<file path="src/rtl/mux_arb_pkg.sv">
// Shared types and constants for the round-robin 4:1 mux arbiter.
// The optional ARB_LOCK_EN build adds a per-requester burst lock input.
package mux_arb_pkg;

   localparam int WIDTH_DFLT = 32;

   typedef enum logic {
      ST_EMPTY = 1'b0,
      ST_FULL  = 1'b1
   } arb_state_e;

   localparam logic [1:0] SEL_A    = 2'b00;
   localparam logic [1:0] SEL_B    = 2'b01;
   localparam logic [1:0] SEL_C    = 2'b10;
   localparam logic [1:0] SEL_D    = 2'b11;
   localparam logic [1:0] LAST_RST = 2'b11;

   function automatic logic [3:0] onehot4(input logic [1:0] idx);
      return 4'b0001 << idx;
   endfunction

endpackage

</file>
<file path="src/rtl/Mux4to1.sv">
// 4:1 multiplexer: E = A/B/C/D selected by Sel.
module Mux4to1
   import mux_arb_pkg::*;
#(
   parameter int WIDTH = WIDTH_DFLT
) (
   input  logic [1:0]       Sel,
   input  logic [WIDTH-1:0] A,
   input  logic [WIDTH-1:0] B,
   input  logic [WIDTH-1:0] C,
   input  logic [WIDTH-1:0] D,
   output logic [WIDTH-1:0] E
);

   always_comb begin
      E = A;
      case (Sel)
         SEL_A:   E = A;
         SEL_B:   E = B;
         SEL_C:   E = C;
         SEL_D:   E = D;
         default: E = A;
      endcase
   end

endmodule

</file>
<file path="src/rtl/rr_pick4.sv">
// Round-robin picker: first requester after last, wrapping, with last itself checked last.
module rr_pick4 (
   input  logic [3:0] req,
   input  logic [1:0] last,
   output logic [1:0] winner,
   output logic       any
);

   logic [1:0] idx;
   logic       found;

   always_comb begin
      winner = last;
      any    = |req;
      idx    = '0;
      found  = 1'b0;
      for (int k = 1; k <= 4; k++) begin
         idx = last + k[1:0];
         if (!found && req[idx]) begin
            winner = idx;
            found  = 1'b1;
         end
      end
   end

endmodule

</file>
<file path="src/rtl/mux4_rr_arbiter.sv">
// Round-robin arbiter sharing a 4:1 mux, with a single-entry valid/ready output register.
// Define ARB_LOCK_EN to add the Lock input that lets the last winner hold the grant for bursts.
//
// state    | meaning
// ---------+------------------------------------------
// ST_EMPTY | output register empty, OutValid=0
// ST_FULL  | output register holds a word, OutValid=1
module mux4_rr_arbiter
   import mux_arb_pkg::*;
#(
   parameter int WIDTH = WIDTH_DFLT
) (
   input  logic             clk,
   input  logic             reset,
   input  logic [3:0]       Req,
   input  logic [WIDTH-1:0] A,
   input  logic [WIDTH-1:0] B,
   input  logic [WIDTH-1:0] C,
   input  logic [WIDTH-1:0] D,
`ifdef ARB_LOCK_EN
   input  logic [3:0]       Lock,
`endif
   output logic [3:0]       Gnt,
   output logic [1:0]       Sel,
   output logic             OutValid,
   input  logic             OutReady,
   output logic [WIDTH-1:0] OutData
);

   arb_state_e       state_q, state_d;
   logic [1:0]       last_q, last_d;
   logic [WIDTH-1:0] data_q, data_d;
   logic [1:0]       rr_win;
   logic             rr_any;
   logic [1:0]       win;
   logic             load;
   logic [WIDTH-1:0] mux_e;

   rr_pick4 u_pick (
      .req    (Req),
      .last   (last_q),
      .winner (rr_win),
      .any    (rr_any)
   );

   Mux4to1 #(.WIDTH(WIDTH)) u_mux (
      .Sel (Sel),
      .A   (A),
      .B   (B),
      .C   (C),
      .D   (D),
      .E   (mux_e)
   );

   assign OutValid = (state_q == ST_FULL);
   assign OutData  = data_q;

   always_comb begin
      state_d = state_q;
      last_d  = last_q;
      data_d  = data_q;
      win     = rr_win;
`ifdef ARB_LOCK_EN
      if (Req[last_q] && Lock[last_q]) win = last_q;
`endif
      // Drain and refill may happen at the same edge when OutReady is high.
      load = rr_any && (!OutValid || OutReady) && !reset;
      Sel  = load ? win : last_q;
      Gnt  = load ? onehot4(win) : 4'b0000;
      if (load) begin
         state_d = ST_FULL;
         last_d  = win;
         data_d  = mux_e;
      end else if (state_q == ST_FULL && OutReady) begin
         state_d = ST_EMPTY;
      end
   end

   always_ff @(posedge clk) begin
      if (reset) begin
         state_q <= ST_EMPTY;
         last_q  <= LAST_RST;
         data_q  <= '0;
      end else begin
         state_q <= state_d;
         last_q  <= last_d;
         data_q  <= data_d;
      end
   end

endmodule

</file>
<file path="config.mk">
export PLATFORM = sky130hd
export DESIGN_NAME = mux4_rr_arbiter
export DESIGN_NICKNAME = d
export VERILOG_FILES = /design/src/rtl/mux_arb_pkg.sv /design/src/rtl/Mux4to1.sv /design/src/rtl/rr_pick4.sv /design/src/rtl/mux4_rr_arbiter.sv
export SDC_FILE = /design/constraint.sdc
export NUM_CORES = 1
export LEC_CHECK = 0
export ABC_AREA = 0
export ABC_CLOCK_PERIOD_IN_PS = 4050
export CELL_PAD_IN_SITES_DETAIL_PLACEMENT = 0
export CELL_PAD_IN_SITES_GLOBAL_PLACEMENT = 1
export CORE_MARGIN = 1.5
export CORE_UTILIZATION = 29
export CTS_CLUSTER_DIAMETER = 30
export DETAILED_ROUTE_END_ITERATION = 12
export GPL_TIMING_DRIVEN = 1
export PLACE_DENSITY_LB_ADDON = 0.08
export SETUP_SLACK_MARGIN = 0.15
export SYNTH_ARGS = -nofsm -noshare
export SYNTH_HDL_FRONTEND = slang
export SYNTH_SLANG_ARGS = --single-unit
</file>
<file path="constraint.sdc">
create_clock -name clk -period 4.05 [get_ports clk]
set_clock_uncertainty 0.05 [all_clocks]
set_input_delay 0.81 -clock clk [delete_from_list [all_inputs] [get_ports clk]]
set_output_delay 0.81 -clock clk [all_outputs]
set_load 0.005 [all_outputs]
</file>
* Word-level counts from Yosys, hierarchy flattened *
Index checks and enable logic that the tools add are counted.

storage, ports and cells
  flip-flop bits (word level) = 35
  input port bits = 135
  output and inout bits = 39
  word-level logic and storage cells = 49

operators by class
  add/sub/neg operators = 3
  $lt $le $gt $ge = 4
  equal/unequal tests = 3
  shifts and indexed selects = 1
  multiplexer cells = 20
  reduce and logical (&&, ||, !) cells = 15

operators with widths
  operator                                            count
  one-hot mux 32 bit (4 select lines)                 1
  < comparator 2 x 3 -> 1 bit, second input constant  4
  two-way mux 2 bit                                   5
  two-way mux 1 bit                                   9
  binary-select mux 1 bit (select 2 bit)              4
  logical AND 1 bit                                   6
  zero test 1 bit                                     5
  adder 2 bit, second input constant                  2
  == test 2 bit, second input constant                2
  two-way mux 4 bit                                   1
  OR reduction 4 bit                                  1
  left shift 1 x 2 -> 4 bit, first input constant     1
  adder 2 x 1 -> 2 bit, second input constant         1
  == test 2 x 1 -> 1 bit, second input constant       1
  zero test 2 bit                                     1
  nonzero test 2 bit                                  1
  logical OR 1 bit                                    1

* Longest topological paths before layout *
  word-level depth = 16
  gate-level depth with buffers = 8
  depth with buffers taken out = 5

* Hierarchy *
Synthesis repeated with hierarchy kept, for this count alone.

second synthesis, totals
  cells, all modules = 219
  area total of the unflattened synthesis = 2792.7 sq um

by module, submodules not included
  module           instances  cells each  area each (sq um)  sequential area each (sq um)
  mux4_rr_arbiter  1          166         1905.6             700.7
  Mux4to1          1          39          814.5              0.0
  rr_pick4         1          14          72.6               0.0

* Worst setup path after synthesis *
No wires, ideal clock.

  path kind = input-to-output
  start = input OutReady
  end = output Gnt[0]
  data arrival time = 2.011 ns
  data required time = 3.190 ns
  slack = 1.179 ns
  cell stages on the path = 7
  buffers on the path = 3
  path through = nand2b_1 > buf_2 > nor3b_2 > buf_4 > clkbuf_1 > nand2_1 > nor2_1

between the ends
  cells in the longest elaborated chain, start to end = 4

RTL lines
  element                          RTL line               text
  start: declaration               mux4_rr_arbiter.sv:26  input logic OutReady,
  logical OR 1 bit                 mux4_rr_arbiter.sv:67  load = rr_any && (!OutValid || OutReady) && !reset;
  logical AND 1 bit (2 in series)  mux4_rr_arbiter.sv:67
  two-way mux 4 bit                mux4_rr_arbiter.sv:69  Gnt = load ? onehot4(win) : 4'b0000;
  end: declaration                 mux4_rr_arbiter.sv:23  output logic [3:0] Gnt,

No other way between the ends.

* Final worst setup path *
  start = input Req[1]
  end = output Gnt[0]

between the ends
  cells in the longest elaborated chain, start to end = 14
  elaborated cells on any way between the ends = 26
  classes of those cells = 1 x shift; 16 x mux; 9 x reduce/logical

RTL lines
  element                                  RTL line               text
  start: declaration                       mux4_rr_arbiter.sv:15  input logic [3:0] Req,
  binary-select mux 1 bit (select 2 bit)   rr_pick4.sv:19         if (!found && req[idx]) begin
  two-way mux 1 bit (not written as such)  rr_pick4.sv:19
  two-way mux 1 bit                        rr_pick4.sv:19
  zero test 1 bit                          rr_pick4.sv:19
  logical AND 1 bit                        rr_pick4.sv:19
  two-way mux 1 bit                        rr_pick4.sv:19
  zero test 1 bit                          rr_pick4.sv:19
  logical AND 1 bit                        rr_pick4.sv:19
  two-way mux 1 bit                        rr_pick4.sv:19
  zero test 1 bit                          rr_pick4.sv:19
  logical AND 1 bit                        rr_pick4.sv:19
  two-way mux 2 bit                        rr_pick4.sv:19
  left shift 1 x 2 -> 4 bit                mux_arb_pkg.sv:19      return 4'b0001 << idx;
  two-way mux 4 bit *                      mux4_rr_arbiter.sv:69

Every way passes the cells marked *; elsewhere a longest branch is shown, timed or not. The select of a mux whose other input is x is not followed.

==> summary.md <==
| Metric | Value |
|---|---|
| Status | complete, no violations |
| Area grow syn2layout | 64.0% |
| Vias in the first global route | around 3500 |
| Pwr per Cell Area | 267 mW/mm² |
| Worst Max-Slew Pin Slew | between 0.7 and 0.8 ns |
| First-pass GRT wire length | about 19000 µm |
| # rows | 36 |
| Drt drc | 0 |
| Final worst path period need | 3.73 ns |
| Worst-skew pair later-pin latency | approximately 0.28 ns |
| Max Cap Viol | 0 |
| FFs w/ async S/R, synth | 0% |
| Fin. Hold Viols | 0 |
| Num ports | between 150 and 200 |
| Pre-Repair DR Iteration Count | 4 |
| Worst Hold Path Cells | 2 |
| Crit end category | output pin |
| Final Wtd Congestion | ~0.77 |
| Final Net Count | 637 |
| Wire length per cell | ~18 µm |
| Chip Height | around 100 µm |
| Main synth FF type | dfxtp_1 |
| Core Box Area | a little under 0.01 mm² |
| Length in cells of the worst reg-to-reg path | 6 |
| Fin crit share | approximately 90% |
| CTS Buf Count | 5 |
| Post-CTS setup buffers | 0 |
| Slew margin rel. | 50.8% |
| CP Class | in2out |
| Cts repair resizes | 0 |
| Clk pin slew, worst setup/hold paths | 0.07 ns |
| IO buf count | 173 |
| Synth warnings | 0 |
| Top cell type's share of synthesized area | 23.7% |
| Hold buffers post-CTS | 0 |
| Slew Limit Fails | 0 |
| Total GRT Usage | around 21% |
| DRT antenna net count | 0 |
| DR vias/cell | between 5 and 6 |
| Worst IR drop on VDD | around 0.12 mV |
| Layout fillers | around 960 |
| Final TNS setup | 0 ns |
| Initial antenna violation count | 0 |
| Critical Path AT | 2.87 ns |
| Vias | between 3000 and 4000 |
| Share of cells above drive strength 1 | around an eighth |
| DPL Wire Length | 7940 µm |
| Max Freq | between 200 and 300 MHz |
| Final Setup Violations | 0 |
| Post-synthesis sequential area ratio | 23.7% |
| Yosys reg bits | 35 |
| Leakage | 0.00177 µW |
| Clock net sink count | 35 |
| Initial drt markers | about 120 |
| Startpoint types | input pin |
| Number of enable flip-flop cells after synthesis | 0 |
| H-tree depth | 2 |
| Largest net degree at the start of global routing | 37 |
| Clk Tree Root Cell | clkbuf_8 |
| Net Count, Synth | just under 500 |
| Die ar. | roughly 0.011 mm² |
| CP Data Required Time | 3.19 ns |
| Post-synth top area cell | dfxtp_1 |
| Post-synthesis cell area | around 0.0030 mm² |
| Die width | a little over 100 µm |
| Ant diodes | 0 |
| RSZ-0062 raised after global routing | no |
| Hold WC Path Type | reg2reg |
| Syn Area/Cell | 8.51 µm² |
| Routed Wire Length | about 12000 µm |
| Top post-synthesis cells by area | dfxtp_1, o221ai_1, a22oi_2 |
| CTS tree | built |
| Maximum fanout along the worst path | 10 |
| Grt ovf | 0 |
| Synthesized instance count | 347 |
| Synth cell types | 35 |
| Clock Path Buffers | 2 |
| Initial Util | between 30% and 40% |
| Hold WS | 0.436 ns |
[layout by cell type (no fill, tap or decap), drive strengths merged, types with 3 or more instances in the layout]
cell	netlist	routed
clkdlybuf4s50	0	172
o221ai	64	64
a21oi	38	38
nand2	37	37
o21ai	36	36
dfxtp	35	35
mux2i	32	32
a22oi	32	32
buf	24	15
nor2	10	10
clkbuf	16	8
o21a	3	3
nand2b	3	3
[cells in the mapped netlist (2+ instances only)]
cell / instances
o21a_1: 3
buf_4: 2
a22oi_1: 2
inv_1: 2
clkbuf_1: 16
dfxtp_1: 35
a21oi_4: 2
nor2b_1: 2
o221ai_1: 64
o21ai_0: 35
nor2_1: 9
buf_6: 8
nand2_1: 37
buf_2: 11
buf_1: 3
a21oi_1: 35
nand2b_1: 3
a22oi_2: 30
mux2i_1: 32
[power by group]
| part | internal [µW] | total (µW) | leakage (µW) | switching [µW] |
|---|---|---|---|---|
| registers | 390 | 428 | 0.000290 | 37.8 |
| logic | 341 | 618 | 0.00144 | 277 |
| clock network | 121 | 250 | 0.0000422 | 129 |
[stage by stage]
stage	instances	utilization (%)	cell area (µm²)	total power [µW]	setup WS, ns
after floorplan	347	-	2950	736	1.18
after global placement	628	48.5	4760	1050	0.350
after detailed placement	628	48.5	4760	1060	0.334
after CTS	636	49.4	4850	1310	0.324
after global routing	636	49.4	4850	1380	0.192
final	636	49.4	4850	1300	0.322
[kinds of logic (layout without fill, tap and decap cells)]
group                  after synthesis  in the layout  synth area share, %
buffers and inverters               42            198                 8.09
muxes                               32             32                 10.8
DFF                                 35             35                 23.7
and+or+nand+nor                     59             59                 9.06
AOI/OAI and AO/OA                  179            179                 48.3
[layer usage]
layer | wire length (µm) | track usage, % | up-vias | part of all wire, %
met2 | 5420 | 36.6 | 142 | 46
li1 | - | - | 1703 | -
met1 | 5300 | 27.4 | 1643 | 45
met3 | 892 | 6.02 | 7 | 7.6
met4 | 83 | 3.37 | 0 | 0.71
met5 | 0 | 0 | - | 0
[worst max-delay path, cell delays in order]
cell,delay (ns)
clkdlybuf4s50_1,0.65
nor4_2,0.13
nor3b_4,0.50
nand2_1,0.14
nor2_1,0.13
clkdlybuf4s50_1,0.50
[path summary, 6_finish.rpt]
kind | start | slack, ns | endpoint
hold / removal | OutData[30] | 0.44 | OutData[30]
hold reg to reg | OutData[30] | 0.44 | OutData[30]
setup reg to reg | last_q[1] | 1.75 | OutData[22]
setup / recovery | Req[1] | 0.32 | Gnt[0]
[state kept, by name (all words and copies together) (netlist names)]
name,count
OutData,32
OutValid,1
last_q,2
[layout make-up]
type	instances	area, µm²	share of cell area [%]
Multi-Input combinational cell	270	2050	42.3
Timing Repair Buffer	188	1840	38.0
Tap cell	133	166	3.43
Clock inverter	1	5.00	0.103
Inverter	2	7.51	0.155
Clock buffer	7	76.3	1.58
Sequential cell	35	702	14.5
(Power assumes the default switching activity.)
